--- config.mk ---
export PLATFORM = sky130hd
export DESIGN_NAME = game_referee
export DESIGN_NICKNAME = d
export VERILOG_FILES = /design/src/rtl/game_pkg.sv /design/src/rtl/turn_timeout_counter.sv /design/src/rtl/game_referee.sv
export SDC_FILE = /design/constraint.sdc
export NUM_CORES = 1
export LEC_CHECK = 0
export ABC_AREA = 1
export BUFFER_PORTS_ARGS = -buffer_cell sky130_fd_sc_hd__buf_2
export CORE_MARGIN = 10
export CORE_UTILIZATION = 55
export CTS_CLUSTER_DIAMETER = 100
export DETAILED_ROUTE_END_ITERATION = 16
export GPL_ROUTABILITY_DRIVEN = 0
export PLACE_DENSITY = 0.8
export SLEW_MARGIN = 40
export SYNTH_ARGS = -nofsm -noshare
export SYNTH_HDL_FRONTEND = slang
export SYNTH_SLANG_ARGS = --single-unit
--- constraint.sdc ---
create_clock -name clk -period 5.28 [get_ports clk]
set_input_delay 1.32 -clock clk [delete_from_list [all_inputs] [get_ports clk]]
set_output_delay 1.32 -clock clk [all_outputs]
set_load 0.02 [all_outputs]
--- src/rtl/game_pkg.sv ---
// Shared codes for the fighting-game referee: action encodings, winner codes,
// referee FSM state constants and the health ceiling.
package game_pkg;

  typedef enum logic [2:0] {
    ACT_KICK   = 3'b000,
    ACT_PUNCH  = 3'b001,
    ACT_AWAIT  = 3'b010,
    ACT_JUMP   = 3'b011,
    ACT_LEFT1  = 3'b100,
    ACT_LEFT2  = 3'b101,
    ACT_RIGHT1 = 3'b110,
    ACT_RIGHT2 = 3'b111
  } action_e;

  typedef enum logic [1:0] {
    WIN_NONE = 2'b00,
    WIN_P1   = 2'b01,
    WIN_P2   = 2'b10,
    WIN_DRAW = 2'b11
  } winner_e;

  // Referee states kept as plain constants so legacy decoders can share them.
  localparam logic [2:0] ST_IDLE    = 3'd0;
  localparam logic [2:0] ST_INIT    = 3'd1;
  localparam logic [2:0] ST_COLLECT = 3'd2;
  localparam logic [2:0] ST_APPLY   = 3'd3;
  localparam logic [2:0] ST_SETTLE  = 3'd4;
  localparam logic [2:0] ST_CHECK   = 3'd5;
  localparam logic [2:0] ST_OVER    = 3'd6;

  localparam logic [1:0] HEALTH_MAX = 2'b11;

endpackage

--- src/rtl/turn_timeout_counter.sv ---
// Counts cycles spent collecting actions; expired flags the last allowed cycle.
module turn_timeout_counter #(
  parameter int TURN_TIMEOUT = 16
) (
  input  logic clk,
  input  logic reset,
  input  logic clear,
  input  logic enable,
  output logic expired
);

  localparam int CW = (TURN_TIMEOUT > 1) ? $clog2(TURN_TIMEOUT) : 1;

  logic [CW-1:0] count_q;

  // Saturates at the last cycle so a stalled enable never wraps back to zero.
  always_ff @(posedge clk) begin
    if (!reset)                 count_q <= '0;
    else if (clear)             count_q <= '0;
    else if (enable && !expired) count_q <= count_q + 1'b1;
  end

  assign expired = (count_q == CW'(TURN_TIMEOUT - 1));

endmodule

--- src/rtl/game_referee.sv ---
// Turn sequencer and referee: collects one action per player per turn, strobes
// the player modules, then judges knockout, underflow and the turn limit.
module game_referee
  import game_pkg::*;
#(
  parameter int TURN_TIMEOUT = 16,
  parameter int MAX_TURNS    = 32
) (
  input  logic                           clk,
  input  logic                           reset,
  input  logic                           start,
  input  logic                           p1_valid,
  input  logic [2:0]                     p1_action,
  output logic                           p1_ready,
  input  logic                           p2_valid,
  input  logic [2:0]                     p2_action,
  output logic                           p2_ready,
  input  logic [1:0]                     health1,
  input  logic [1:0]                     health2,
  output logic [2:0]                     action1,
  output logic [2:0]                     action2,
  output logic                           actionEnable,
  output logic                           isGameOver,
  output logic                           player_reset,
  output logic [1:0]                     winner,
  output logic [$clog2(MAX_TURNS+1)-1:0] turn_count
);

  localparam int TCW = $clog2(MAX_TURNS + 1);

  logic [2:0]     state_q, state_d;
  logic           cap1_q, cap1_d, cap2_q, cap2_d;
  logic [2:0]     action1_q, action1_d, action2_q, action2_d;
  logic [1:0]     pre1_q, pre1_d, pre2_q, pre2_d;
  logic [1:0]     winner_q, winner_d;
  logic [TCW-1:0] turn_q, turn_d;
  logic           over_q, over_d;
  logic           enable_q, prst_q;
  logic           expired, take1, take2, ko1, ko2;

  assign p1_ready = (state_q == ST_COLLECT) && !cap1_q;
  assign p2_ready = (state_q == ST_COLLECT) && !cap2_q;
  assign take1    = p1_valid && p1_ready;
  assign take2    = p2_valid && p2_ready;

  turn_timeout_counter #(.TURN_TIMEOUT(TURN_TIMEOUT)) u_timeout (
    .clk     (clk),
    .reset   (reset),
    .clear   (state_q != ST_COLLECT),
    .enable  (state_q == ST_COLLECT),
    .expired (expired)
  );

  // Zero health, a +2 jump (wrapped subtraction) or any gain without await is a knockout.
  assign ko1 = (health1 == 2'd0) || ({1'b0, health1} == {1'b0, pre1_q} + 3'd2) ||
               ((health1 > pre1_q) && (action1_q != ACT_AWAIT));
  assign ko2 = (health2 == 2'd0) || ({1'b0, health2} == {1'b0, pre2_q} + 3'd2) ||
               ((health2 > pre2_q) && (action2_q != ACT_AWAIT));

  always_comb begin
    // NOTE: every next-state variable gets its hold value first so no path infers a latch.
    state_d   = state_q;
    cap1_d    = cap1_q;
    cap2_d    = cap2_q;
    action1_d = action1_q;
    action2_d = action2_q;
    pre1_d    = pre1_q;
    pre2_d    = pre2_q;
    winner_d  = winner_q;
    turn_d    = turn_q;
    over_d    = over_q;
    case (state_q)
      ST_IDLE, ST_OVER: if (start) state_d = ST_INIT;
      ST_INIT: begin
        cap1_d   = 1'b0;
        cap2_d   = 1'b0;
        turn_d   = '0;
        winner_d = WIN_NONE;
        over_d   = 1'b0;
        state_d  = ST_COLLECT;
      end
      ST_COLLECT: begin
        if (take1) begin
          action1_d = p1_action;
          cap1_d    = 1'b1;
        end
        if (take2) begin
          action2_d = p2_action;
          cap2_d    = 1'b1;
        end
        if (cap1_d && cap2_d) begin
          state_d = ST_APPLY;
        end else if (expired) begin
          if (!cap1_d) action1_d = ACT_AWAIT;
          if (!cap2_d) action2_d = ACT_AWAIT;
          state_d = ST_APPLY;
        end
      end
      ST_APPLY: begin
        pre1_d  = health1;
        pre2_d  = health2;
        state_d = ST_SETTLE;
      end
      ST_SETTLE: state_d = ST_CHECK;
      ST_CHECK: begin
        if (ko1 && ko2)  winner_d = WIN_DRAW;
        else if (ko1)    winner_d = WIN_P2;
        else if (ko2)    winner_d = WIN_P1;
        else begin
          turn_d = turn_q + 1'b1;
          if (turn_d == TCW'(MAX_TURNS)) begin
            if (health1 > health2)      winner_d = WIN_P1;
            else if (health2 > health1) winner_d = WIN_P2;
            else                        winner_d = WIN_DRAW;
          end
        end
        if (winner_d != WIN_NONE) begin
          over_d  = 1'b1;
          state_d = ST_OVER;
        end else begin
          cap1_d  = 1'b0;
          cap2_d  = 1'b0;
          state_d = ST_COLLECT;
        end
      end
      default: state_d = ST_IDLE;
    endcase
  end

  always_ff @(posedge clk) begin
    if (!reset) begin
      state_q   <= ST_IDLE;
      cap1_q    <= 1'b0;
      cap2_q    <= 1'b0;
      action1_q <= 3'b000;
      action2_q <= 3'b000;
      pre1_q    <= 2'b00;
      pre2_q    <= 2'b00;
      winner_q  <= WIN_NONE;
      turn_q    <= '0;
      over_q    <= 1'b0;
      enable_q  <= 1'b0;
      prst_q    <= 1'b0;
    end else begin
      state_q   <= state_d;
      cap1_q    <= cap1_d;
      cap2_q    <= cap2_d;
      action1_q <= action1_d;
      action2_q <= action2_d;
      pre1_q    <= pre1_d;
      pre2_q    <= pre2_d;
      winner_q  <= winner_d;
      turn_q    <= turn_d;
      over_q    <= over_d;
      enable_q  <= (state_d == ST_APPLY);
      prst_q    <= (state_d != ST_INIT);
    end
  end

  assign action1      = action1_q;
  assign action2      = action2_q;
  assign actionEnable = enable_q;
  assign isGameOver   = over_q;
  assign player_reset = prst_q;
  assign winner       = winner_q;
  assign turn_count   = turn_q;

endmodule
# Yosys cells after proc, flatten, opt, wreduce, memory -nomap -nowiden
# Index checks and enable logic that the tools add are counted.
# Widths: inputs -> output; s select.
# totals
mem_bits_ro	0
n_memories	0
ramBits	0
out_inout_bits	19
latch_bits	0
word_cells	103
inputBits	15
register_bits	30
# op_classes
magnitude_cmp	4
div	0
eq_ne	20
bitwise_logic	1
mux	34
multipliers	0
n_addsub	4
shift	0
n_reduce_logical	27
# op_table
operator	count
$mux 3	12
$mux 6	3
$pmux 3 s6	1
$mux 2	6
$pmux 6 s2	1
$ne 2x2->1 const B	5
$eq 3x2->1 const B	3
$eq 3x3->1 const B	3
$logic_and 1x1->1	9
$ne 3x2->1 const B	3
$gt 2x2->1	4
$mux 1	7
$add 2x2->3 const B	2
$add 6x1->6 const B	1
$eq 2x3->1	2
$eq 6x6->1 const B	1
$pmux 1 s3	2
$add 4x1->4 const B	1
$eq 4x4->1 const B	1
$logic_not 2->1	2
$logic_or 1x1->1	4
$pmux 2 s2	1
$reduce_and 2->1	2
$reduce_and 4->1	1
other kinds (9)	13

# Longest topological paths before layout
# depth
word_depth	12
mapped_depth	14
mapped_depth_nobuf	14

# Cells and area by module
# From an unflattened synthesis, not the netlist that was laid out.
# unflattened
hier_cells	260
area_unflattened_um2	1820.5
# modules_own_cells
mod	n_inst	seq_area_each_um2	area_per_inst_um2	cells_each
game_referee	1	520.5	1616.6	230
turn_timeout_counter	1	80.1	203.9	30

# Least setup slack after synthesis
# Ideal clock, no wire load.
# synth_path
path_type	input-to-reg
from	in health1[1]
to	reg prst_q, in the netlist player_reset
setup_slack_ps	2752
arrival_time_ps	2398
path_stages	11
required_ps	5150
cell_sequence	ha_1 -> inv_1 -> nor2_1 -> o211ai_1 -> nand3_1 -> inv_1 -> nand2_1 -> nand2_2 -> nand3_1 -> nor2b_1 -> nor2_1
# synth_via
elab_chain_len	12
word_cells_on_any_way	20
cone_classes	3 x order compare; 2 x eq/ne; 9 x mux; 6 x reduce/logical
# synth_rtl
item	line_no	text
start, declared	game_referee.sv:18	input logic [1:0] health1,
$gt 2x2->1	game_referee.sv:113	else if (health2 > health1) winner_d = WIN_P2;
$mux 1	game_referee.sv:113	
$mux 2	game_referee.sv:112	if (health1 > health2) winner_d = WIN_P1;
$mux 2	game_referee.sv:111	if (turn_d == TCW'(MAX_TURNS)) begin
$mux 2	game_referee.sv:108	else if (ko2) winner_d = WIN_P1;
$mux 2	game_referee.sv:107	else if (ko1) winner_d = WIN_P2;
$mux 2 *	game_referee.sv:106	if (ko1 && ko2) winner_d = WIN_DRAW;
$mux 2 *	game_referee.sv:72	case (state_q)
$reduce_bool 2->1 *	game_referee.sv:117	if (winner_d != WIN_NONE) begin
$mux 3 *	game_referee.sv:117	
$pmux 3 s6 *	game_referee.sv:72	
$ne 3x1->1 *	game_referee.sv:156	prst_q <= (state_d != ST_INIT);
end signal, assigned	game_referee.sv:156	
end, declared	game_referee.sv:38	logic enable_q, prst_q;
# Mark *: on every way between the ends. The rest lies on a longest branch, timed or not. The select of a mux whose other input is x is not followed.
# A chain may end at the register's enable or synchronous reset.

# Final worst setup path
# layout_path
from	reg state_q[0]
to	out p1_ready
# layout_via
elab_chain_len	2
# layout_rtl
item	line_no	text
start, declared	game_referee.sv:31	logic [2:0] state_q, state_d;
start signal, assigned	game_referee.sv:145	state_q <= state_d;
$eq 3x2->1	game_referee.sv:41	assign p1_ready = (state_q == ST_COLLECT) && !cap1_q;
$logic_and 1x1->1	game_referee.sv:41	
end, declared	game_referee.sv:14	output logic p1_ready,
# No other way between the ends.

==> run metrics <==
ys async rst share=0; unrepaired setup endpoints after global routing=no; Total GRT Usage=0.146; die height=75.5 um; DRC violations left=0; post-synth top area cell=dfxtp_1; footprint of the multi-input gates=907 um2; Hold Path Depth=2; Mean Syn Cell Area=7.00 um2; grt met2 use=0.252; Fill cells=293; Core Region=3000 um2; Ys Warns=0; CP Launch Type=flip-flop; Root Buffer=clkbuf_4; Max Cap Viol=0; routed length per instance=12.2 um; post-synthesis sequential area ratio=0.355; r2r setup slk=3.29 ns; layout net count=303; Num CTS Buffers=5; Tightest Pin Transition=0.523 ns; synthesis-to-finish area growth=16.0%; min cycle time layout=2.74 ns; # setup viols final=0; first-pass GRT wire length=6550 um; Reg2Reg Depth=14; Port-buffer cells=33; DR pass1 iterations=5; Placed Cells=305; library cells used by synthesis=33; share of layout cells above drive strength 1=0.239; Post-synth EDFFs=0; top-count cell post-synth=nand2_1; ant diodes=0; Slew headroom=0.649; CTS Sinks=30; crit path capture type=output pin; M1 GR Usage=0.158; vias=1591; First DRT Iteration DRCs=103; initial antenna violation count=0; final period utilization=0.520; CTS H-tree lvls=2; commonest register cell after synthesis=dfxtp_1; post-DR vias/cell=5.08; post-CTS setup buffers=0; hold crit path type=flip-flop to flip-flop; met3 Resource Use GR=0.0612; crit-path max FO=10; Setup TNS Final=0 ns; die footprint=5700 um2; Yosys top cell area share=0.355; vias in the first global route=1584; clk slew on worst S/H paths=0.10 ns; row count=20; peak supply drop=0.198 mV; Clock Skew=0.00925 ns; Fin. Hold Viols=0; die width=75.5 um; CTS resizes=0; CTS max path bufs=2; antenna viol nets, final=0; outcome=finished clean; leak pwr=0.923 nW; io pins=34; fin worst setup slack=2.54 ns; routed wire length=3830 um; effective utilization at floorplan=0.564; Slew Viols, Final=0; critical path class=flip-flop to output pin; Post-DP HPWL=2940 um; top post-synthesis cells by count=45 x nand2_1, 36 x inv_1, 30 x dfxtp_1, 20 x a21oi_1, 20 x nor2_1; syn nets=266; total power=0.481 mW; worst slack, placed=2.45 ns; largest net degree at the start of global routing=18; Non-Filler Instances=313; Fmax achieved=0.364 GHz; worst skew pair latency=0.34 ns; synth top area cells=dfxtp_1 35%, nand2_1 10%, inv_1 8.0%; Critical Path RT=3.96 ns; pwr dens=245 nW/um2; FF+latch area=601 um2; # hold bufs at CTS=0; synthesized instance count=242; netlist area before placement=1690 um2; worst reg2reg startpoint=turn_count[0]; Hold WS=0.487 ns; critical path arrival=1.42 ns; reg2reg end=player_reset; number of synthesized register bits=30; CTS tree=yes; total gr overflow=0; WHS Endpoint=action1[2]; GRT busiest layer=met2; HP Start=action1[2]
## power breakdown
group	leakage [nW]	switching (mW)	internal (mW)	total (mW)
Clock	0.0446	0.0812	0.0909	0.172
Sequential	0.243	0.00497	0.233	0.238
Combinational	0.635	0.0468	0.0248	0.0715
Total	0.923	0.133	0.348	0.481
## critical path, cell delays in order, from the launching register on
cell and delay, ns:
dfxtp_1 0.40, nor3_4 0.28, inv_4 0.12, nor2_4 0.12, buf_2 0.18
## worst max-delay path by stage
stage	from	endpoint	cells past startpoint
finish	state_q[0]	p1_ready	4
floorplan	health1[1]	player_reset	11
global route	state_q[0]	p1_ready	4
detailed placement	health2[1]	player_reset	14
global placement	health2[1]	player_reset	14
CTS	state_q[0]	p1_ready	4
## per-layer routing
layer / share of wire / routed length (um) / up-vias
met3: 0.063 / 240 / 6
met1: 0.45 / 1710 / 705
met4: 0.015 / 57 / 0
li1: - / - / 852
met5: 0 / 0 / -
met2: 0.47 / 1820 / 28
## flip-flops by register name (all words and copies together), names as in the netlist, 2 cells and up
register / count
turn_count: 6
u_timeout.count_q: 4
action1: 3
action2: 3
state_q: 3
pre1_q: 2
pre2_q: 2
winner: 2
## area by class of cell
type | count | area share
multi-input combinational | 164 | 0.462
sequential | 30 | 0.306
inverter | 45 | 0.0873
timing repair buffer | 33 | 0.0841
clock buffer | 8 | 0.0401
tap | 33 | 0.0210
## logic make-up after synthesis
| family | count (synthesis) | share of synthesized area |
|---|---|---|
| AND/OR/NAND/NOR | 110 | 0.318 |
| buffers and inverters | 48 | 0.110 |
| AO/OA/AOI/OAI | 45 | 0.151 |
| flip-flops | 30 | 0.355 |
| adder cells (fa/ha/maj) | 9 | 0.0665 |
## cell usage in the layout (no fill, tap or decap)
master    Yosys  layout
nand2_1      45      45
inv_1        36      36
buf_2         0      33
dfxtp_1      30      30
nor2_1       20      20
a21oi_1      20      20
nand3_1      17      17
o21ai_0      12      12
ha_1          9       9
inv_2         7       7
clkbuf_4      0       5
nand2_2       4       4
nor2_2        4       4
or2_0         4       4
a211oi_1      4       4
a21oi_2       3       3
nand4_1       3       3
clkbuf_8      0       3
nor2_4        2       2
nand3_2       2       2
o211ai_1      2       2
nor3_1        2       2
o22ai_1       2       2
nor3_4        1       1
inv_4         1       1
clkinv_1      1       1
nand2_4       1       1
nor3_2        1       1
nand3b_1      1       1
nor4_1        1       1
nor2b_1       1       1
and2_1        1       1
o21ai_1       1       1
a31oi_1       1       1
## metrics by stage
stage	area, um2	utilization
detailed placement	1890	0.628
CTS	1960	0.654
floorplan	1690	-
finish	1960	0.654
global placement	1890	0.628
global route	1960	0.654
No activity file was read; power rests on OpenSTA's default activity.
